### config.mk
export PLATFORM = sky130hd
export DESIGN_NAME = gfx_timing_gen_flat
export DESIGN_NICKNAME = d
export VERILOG_FILES = /design/src/rtl/gfx_timing_gen_if.sv /design/src/rtl/gfx_timing_gen.sv /design/src/flat_wrapper.sv
export SDC_FILE = /design/constraint.sdc
export NUM_CORES = 1
export LEC_CHECK = 0
export CAP_MARGIN = 5
export CORE_MARGIN = 3
export CORE_UTILIZATION = 55
export DETAILED_ROUTE_END_ITERATION = 12
export PLACE_DENSITY = 0.89
export SLEW_MARGIN = 30
export SYNTH_ARGS = -nofsm -noshare
export SYNTH_HDL_FRONTEND = slang
export SYNTH_SLANG_ARGS = --single-unit
### constraint.sdc
create_clock -name clk -period 3.1 [get_ports clk]
set_clock_uncertainty 0.15 [all_clocks]
set_input_delay 0.62 -clock clk [delete_from_list [all_inputs] [get_ports clk]]
set_output_delay 0.62 -clock clk [all_outputs]
set_load 0.005 [all_outputs]
### src/rtl/gfx_timing_gen_if.sv
// gfx_timing_gen_if: enable input and registered timing outputs of the video timing generator
interface gfx_timing_gen_if #(parameter int CW = 11);
  logic          enable;
  logic [CW-1:0] x;
  logic [CW-1:0] y;
  logic          de;
  logic          hsync;
  logic          vsync;
  logic          line_start;
  logic          frame_start;
  logic          vblank_irq;
  logic [7:0]    frame_cnt;
  modport master (
    input  enable,
    output x, y, de, hsync, vsync, line_start, frame_start, vblank_irq, frame_cnt
  );
  modport slave (
    output enable,
    input  x, y, de, hsync, vsync, line_start, frame_start, vblank_irq, frame_cnt
  );
endinterface

### src/rtl/gfx_timing_gen.sv
// gfx_timing_gen: video timing generator; registered position, data-enable, syncs and event pulses
module gfx_timing_gen #(
  parameter int H_ACTIVE = 640,
  parameter int H_FP     = 16,
  parameter int H_SYNC   = 96,
  parameter int H_BP     = 48,
  parameter int V_ACTIVE = 480,
  parameter int V_FP     = 10,
  parameter int V_SYNC   = 2,
  parameter int V_BP     = 33,
  parameter bit SYNC_POL = 1'b0,
  parameter int CW       = 11
) (
  input  logic              clk,
  input  logic              reset,
  gfx_timing_gen_if.master  bus
);
  localparam int H_TOTAL = H_ACTIVE + H_FP + H_SYNC + H_BP;
  localparam int V_TOTAL = V_ACTIVE + V_FP + V_SYNC + V_BP;
  logic [CW-1:0] h_q, v_q, h_d, v_d, x_q, y_q;
  logic          de_q, hsync_q, vsync_q, ls_q, fs_q, vb_q, started_q;
  logic          de_d, hsync_d, vsync_d, ls_d, fs_d, vb_d, h_wrap;
  logic [7:0]    fc_q;
  always_comb begin
    h_wrap  = h_q == CW'(H_TOTAL - 1);
    h_d     = h_wrap ? '0 : h_q + CW'(1);
    v_d     = !h_wrap ? v_q : (v_q == CW'(V_TOTAL - 1)) ? '0 : v_q + CW'(1);
    de_d    = (h_q < CW'(H_ACTIVE)) && (v_q < CW'(V_ACTIVE));
    hsync_d = (h_q >= CW'(H_ACTIVE + H_FP)) && (h_q < CW'(H_ACTIVE + H_FP + H_SYNC)) ? SYNC_POL : ~SYNC_POL;
    vsync_d = (v_q >= CW'(V_ACTIVE + V_FP)) && (v_q < CW'(V_ACTIVE + V_FP + V_SYNC)) ? SYNC_POL : ~SYNC_POL;
    ls_d    = h_q == '0;
    fs_d    = ls_d && (v_q == '0);
    vb_d    = ls_d && (v_q == CW'(V_ACTIVE));
  end
  // started_q suppresses the frame count on the very first (0,0) after reset
  always_ff @(posedge clk or negedge reset) begin
    if (!reset) begin
      h_q       <= '0;
      v_q       <= '0;
      x_q       <= '0;
      y_q       <= '0;
      de_q      <= 1'b0;
      hsync_q   <= ~SYNC_POL;
      vsync_q   <= ~SYNC_POL;
      ls_q      <= 1'b0;
      fs_q      <= 1'b0;
      vb_q      <= 1'b0;
      fc_q      <= '0;
      started_q <= 1'b0;
    end else if (bus.enable) begin
      h_q       <= h_d;
      v_q       <= v_d;
      x_q       <= h_q;
      y_q       <= v_q;
      de_q      <= de_d;
      hsync_q   <= hsync_d;
      vsync_q   <= vsync_d;
      ls_q      <= ls_d;
      fs_q      <= fs_d;
      vb_q      <= vb_d;
      started_q <= 1'b1;
      if (fs_d && started_q) fc_q <= fc_q + 8'd1;
    end else begin
      de_q <= 1'b0;
      ls_q <= 1'b0;
      fs_q <= 1'b0;
      vb_q <= 1'b0;
    end
  end
  assign bus.x           = x_q;
  assign bus.y           = y_q;
  assign bus.de          = de_q;
  assign bus.hsync       = hsync_q;
  assign bus.vsync       = vsync_q;
  assign bus.line_start  = ls_q;
  assign bus.frame_start = fs_q;
  assign bus.vblank_irq  = vb_q;
  assign bus.frame_cnt   = fc_q;
endmodule

### src/flat_wrapper.sv
// flat-port wrapper written by rule: the top's interface ports become plain ports
module gfx_timing_gen_flat 
#(
  parameter int H_ACTIVE = 640,
  parameter int H_FP     = 16,
  parameter int H_SYNC   = 96,
  parameter int H_BP     = 48,
  parameter int V_ACTIVE = 480,
  parameter int V_FP     = 10,
  parameter int V_SYNC   = 2,
  parameter int V_BP     = 33,
  parameter bit SYNC_POL = 1'b0,
  parameter int CW       = 11
)
  (clk, reset, bus_enable, bus_x, bus_y, bus_de, bus_hsync, bus_vsync, bus_line_start, bus_frame_start, bus_vblank_irq, bus_frame_cnt);
  gfx_timing_gen_if #(.CW(CW)) bus_i ();
  input  logic clk;
  input  logic reset;
  input wire logic [$bits(bus_i.enable)-1:0] bus_enable;
  output wire logic [$bits(bus_i.x)-1:0] bus_x;
  output wire logic [$bits(bus_i.y)-1:0] bus_y;
  output wire logic [$bits(bus_i.de)-1:0] bus_de;
  output wire logic [$bits(bus_i.hsync)-1:0] bus_hsync;
  output wire logic [$bits(bus_i.vsync)-1:0] bus_vsync;
  output wire logic [$bits(bus_i.line_start)-1:0] bus_line_start;
  output wire logic [$bits(bus_i.frame_start)-1:0] bus_frame_start;
  output wire logic [$bits(bus_i.vblank_irq)-1:0] bus_vblank_irq;
  output wire logic [$bits(bus_i.frame_cnt)-1:0] bus_frame_cnt;
  assign bus_i.enable = bus_enable;
  assign bus_x = bus_i.x;
  assign bus_y = bus_i.y;
  assign bus_de = bus_i.de;
  assign bus_hsync = bus_i.hsync;
  assign bus_vsync = bus_i.vsync;
  assign bus_line_start = bus_i.line_start;
  assign bus_frame_start = bus_i.frame_start;
  assign bus_vblank_irq = bus_i.vblank_irq;
  assign bus_frame_cnt = bus_i.frame_cnt;
  gfx_timing_gen #(.H_ACTIVE(H_ACTIVE), .H_FP(H_FP), .H_SYNC(H_SYNC), .H_BP(H_BP), .V_ACTIVE(V_ACTIVE), .V_FP(V_FP), .V_SYNC(V_SYNC), .V_BP(V_BP), .SYNC_POL(SYNC_POL), .CW(CW)) u_core (.clk(clk), .reset(reset), .bus(bus_i));
endmodule
==> load_flow_metrics.sql <==
INSERT INTO impl_metrics (metric_group, metric, value, unit) VALUES
('status', 'outcome', 'completed', ''),
('detailed_routing', 'vias_per_cell', '5.51', ''),
('die', 'io_pins', '39', ''),
('clock_network', 'tritoncts', 'yes', ''),
('timing', 'timing.final.hold_violations', '0', ''),
('synth', 'main_combinational_cell_family_by_area_after_synthesis', 'simple AND/OR/NAND/NOR gates', ''),
('cells_and_area', 'insertedDiodeCount', '0', ''),
('timing', 'max_slew.worst_pin.slew', '0.711', 'ns'),
('worst_setup_path', 'crit_required', '3.16', 'ns'),
('clock_network', 'clk_transition_reported_paths', '0.06', 'ns'),
('clock_network', 'cts_num_sinks', '59', ''),
('synth', 'synth-edff-count', '0', ''),
('worst_setup_path', 'slowest_delay', '0.53', 'ns'),
('clock_network', 'post-cts-setup-buffers', '0', ''),
('timing', 'grt_setup_unrepaired', 'no', ''),
('timing', 'max_freq', '374', 'MHz'),
('clock_network', 'clock_tree.buffer_depth', '2', ''),
('worst_setup_path', 'path_buf_inv', '1', ''),
('global_route', 'grt_max_degree', '60', ''),
('synth', 'synth-compound-area-share', '4.13', '%'),
('placement', 'numPortBuffers', '38', ''),
('synth', 'synth-main-ff-cell', 'sky130_fd_sc_hd__dfrtp_1', ''),
('clock_network', 'ctsHoldBuffers', '0', ''),
('worst_setup_path', 'worstSetupEndpointType', 'flop', ''),
('worst_setup_path', 'critical_path.slowest_cell', 'sky130_fd_sc_hd__nor4bb_1', ''),
('synth', 'syn_inst', '234', ''),
('detailed_routing', 'wirelength_met1', '2410', 'µm'),
('global_route', 'gr-usage-all-layers', '19.9', '%'),
('run', 'drv_cap', '0', ''),
('synth', 'simple_gate_portion_of_the_synthesized_area', '18.0', '%'),
('placement', 'gp_congestion', '0.885', ''),
('die', 'effective_utilization_at_floorplan', '59.7', '%'),
('detailed_routing', 'drc', '0', ''),
('pwr', 'max-vdd-ir-drop', '0.440', 'mV'),
('detailed_routing', 'dr.max_layer_used', 'met4', ''),
('placement', 'post-dp-hpwl', '3510', 'µm'),
('timing', 'timing.slew.headroom', '52.6', '%'),
('pwr', 'power-per-cell-area', '531', 'nW/µm²'),
('cells_and_area', 'area_used_by_sequential_logic_in_the_layout', '1480', 'µm²'),
('cells_and_area', 'final_layout_size_suffix_gt1_share', '17.9', '%'),
('worst_setup_path', 'critical-path-top-delay-family', 'simple AND/OR/NAND/NOR gates', ''),
('detailed_routing', 'drt_pre_antenna_iters', '4', ''),
('placement', 'dp_cells', '329', ''),
('detailed_routing', 'route.antenna.remaining_nets', '0', ''),
('synth', 'post_synth_instance_area', '2720', 'µm²'),
('die', 'dieArea', '5830', 'µm²'),
('worst_setup_path', 'reg2reg_setup_slack', '0.62', 'ns'),
('timing', 'finalCritPeriodShare', '86.1', '%'),
('detailed_routing', 'met2_length', '2410', 'µm'),
('synth', 'yosysSeqAreaShare', '54.3', '%'),
('cells_and_area', 'finalNonFillerCells', '345', ''),
('die', 'core-area', '4560', 'µm²'),
('synth', 'yosys.area_share.xor_xnor', '5.79', '%'),
('timing', 'final-max-slew-violation-count', '0', ''),
('synth', 'synth_cell_type_count', '41', ''),
('synth', 'synth-adder-area-share', '2.30', '%'),
('synth', 'synthesis.nets', '242', ''),
('global_route', 'grt_remaining_overflow', '0', ''),
('detailed_routing', 'wire_per_inst', '14.8', 'µm'),
('timing', 'period_minus_slack', '2.67', 'ns'),
('worst_setup_path', 'path_max_fanout', '9', ''),
('global_route', 'grt_pass1_vias', '1976', ''),
('synth', 'synth-seq-cells', '59', ''),
('cells_and_area', 'fin_nets', '283', ''),
('detailed_routing', 'initialDrtViolationCount', '107', ''),
('hold_path', 'worstHoldPathType', 'primary input to asynchronous set/reset pin', ''),
('worst_setup_path', 'worstSetupPathType', 'primary input to flop', ''),
('clock_network', 'cts-resized-gates', '0', ''),
('cells_and_area', 'fill_cells', '346', ''),
('synth', 'synth_area_per_cell', '11.6', 'µm²'),
('cells_and_area', 'syn2layout_area_growth', '20.3', '%');
-- sequential cells by signal, summed over array words and instances, names as in the netlist --
signal	count
u_core.bus.x	11
u_core.bus.y	11
u_core.h_q	11
u_core.v_q	11
u_core.bus.frame_cnt	8
u_core.bus.de	1
u_core.bus.frame_start	1
u_core.bus.hsync	1
u_core.bus.line_start	1
u_core.bus.vblank_irq	1
u_core.bus.vsync	1
u_core.started_q	1
-- routing by layer --
metal | global-route usage (%) | vias up
li1 | - | 919
met1 | 25.6 | 927
met2 | 30.0 | 44
met3 | 5.67 | 10
met4 | 11.8 | 0
met5 | 0 | -
-- Yosys cell counts (5+ instances only) --
| master | number | share of area (%) |
|---|---|---|
| sky130_fd_sc_hd__o21ai_1 | 5 | 0.92 |
| sky130_fd_sc_hd__dfrtp_1 | 57 | 52 |
| sky130_fd_sc_hd__nand4_1 | 8 | 1.8 |
| sky130_fd_sc_hd__inv_1 | 11 | 1.5 |
| sky130_fd_sc_hd__nand2_1 | 15 | 2.1 |
| sky130_fd_sc_hd__nor3_1 | 9 | 1.7 |
| sky130_fd_sc_hd__xnor2_1 | 9 | 2.9 |
| sky130_fd_sc_hd__xor2_1 | 9 | 2.9 |
| sky130_fd_sc_hd__nor4_1 | 9 | 2.1 |
| sky130_fd_sc_hd__nor2_1 | 11 | 1.5 |
| sky130_fd_sc_hd__mux2_2 | 24 | 9.9 |
| sky130_fd_sc_hd__ha_1 | 5 | 2.3 |
| sky130_fd_sc_hd__nand3_1 | 14 | 2.6 |
-- power breakdown --
group | switching (µW) | total, µW | internal [µW]
registers | 78.4 | 919 | 841
clock network | 268 | 555 | 287
logic | 118 | 266 | 148
total | 465 | 1740 | 1280
-- through the flow --
step / hold slack (ns) / setup WS, ns / utilization, %
2_1_floorplan: 0.174 / 0.930 / -
3_3_place_gp: 0.307 / 0.218 / 68.4
3_5_place_dp: 0.307 / 0.131 / 68.4
4_1_cts: 0.303 / 0.451 / 71.8
5_1_grt: 0.332 / 0.382 / 71.8
6_report: 0.287 / 0.430 / 71.8
-- worst register-to-register path, delay by kind of cell, from the launching register on --
| kind | cells | cell delay (ns) |
|---|---|---|
| AND/OR/NAND/NOR | 3 | 1.20 |
| flip-flops | 1 | 0.43 |
| buffers and inverters | 1 | 0.09 |
| multiplexers | 1 | 0.37 |
| adder cells (fa/ha/maj) | 1 | 0.13 |
-- worst paths after layout --
check                                             start                             endpoint  cells after the start
setup / recovery                             bus_enable  u_core.bus.frame_cnt[1]$_DFFE_PN0P_                      5
hold / removal                                    reset  u_core.bus.frame_cnt[5]$_DFFE_PN0P_                      2
setup reg to reg              u_core.h_q[0]$_DFFE_PN0P_  u_core.bus.frame_cnt[1]$_DFFE_PN0P_                      6
hold reg to reg            u_core.started_q$_DFFE_PN0P_         u_core.started_q$_DFFE_PN0P_                      1
max in group asynchronous                         reset            u_core.v_q[7]$_DFFE_PN0P_                      2
min in group clk           u_core.started_q$_DFFE_PN0P_         u_core.started_q$_DFFE_PN0P_                      1
-- cell type report --
| cell class | instances | share of cell area (%) |
|---|---|---|
| clock buffer | 13 | 4.24 |
| clock inverter | 3 | 0.458 |
| inverter | 11 | 1.26 |
| multi-input combinational | 153 | 34.3 |
| sequential | 59 | 45.1 |
| tap | 65 | 2.48 |
| timing repair buffer | 41 | 12.1 |
-- cells in the final DEF (no fill, tap or decap), types with 2 or more instances in the layout --
cell type                          n
sky130_fd_sc_hd__dfstp_2           2
sky130_fd_sc_hd__clkbuf_8          9
sky130_fd_sc_hd__a21oi_1           3
sky130_fd_sc_hd__buf_4             3
sky130_fd_sc_hd__o21ai_1           5
sky130_fd_sc_hd__inv_1            11
sky130_fd_sc_hd__mux2_2           24
sky130_fd_sc_hd__xnor2_1           9
sky130_fd_sc_hd__mux2i_1           3
sky130_fd_sc_hd__clkdlybuf4s50_1  37
sky130_fd_sc_hd__nand3_1          14
sky130_fd_sc_hd__xor2_1            9
sky130_fd_sc_hd__nand4_1           8
sky130_fd_sc_hd__and3_1            4
sky130_fd_sc_hd__nor3_1            9
sky130_fd_sc_hd__or4_4             2
sky130_fd_sc_hd__nor2_1           11
sky130_fd_sc_hd__a31oi_1           3
sky130_fd_sc_hd__dfrtp_1          57
sky130_fd_sc_hd__clkbuf_1          4
sky130_fd_sc_hd__nor4_1            9
sky130_fd_sc_hd__o21ai_0           2
sky130_fd_sc_hd__ha_1              5
sky130_fd_sc_hd__clkinv_2          3
sky130_fd_sc_hd__nand2_1          15
sky130_fd_sc_hd__or3_1             2
-- logic make-up (layout without fill, tap and decap cells) --
| group | count (synthesis) | after routing |
|---|---|---|
| adders and majority gates | 5 | 5 |
| muxes | 27 | 27 |
| xor gates and xnor gates | 18 | 18 |
| DFF | 59 | 59 |
| AOI/OAI and AO/OA | 18 | 18 |
| buffers and inverters | 22 | 68 |
| and+or+nand+nor | 85 | 85 |
Note: power is estimated with default switching activity, not from simulation.
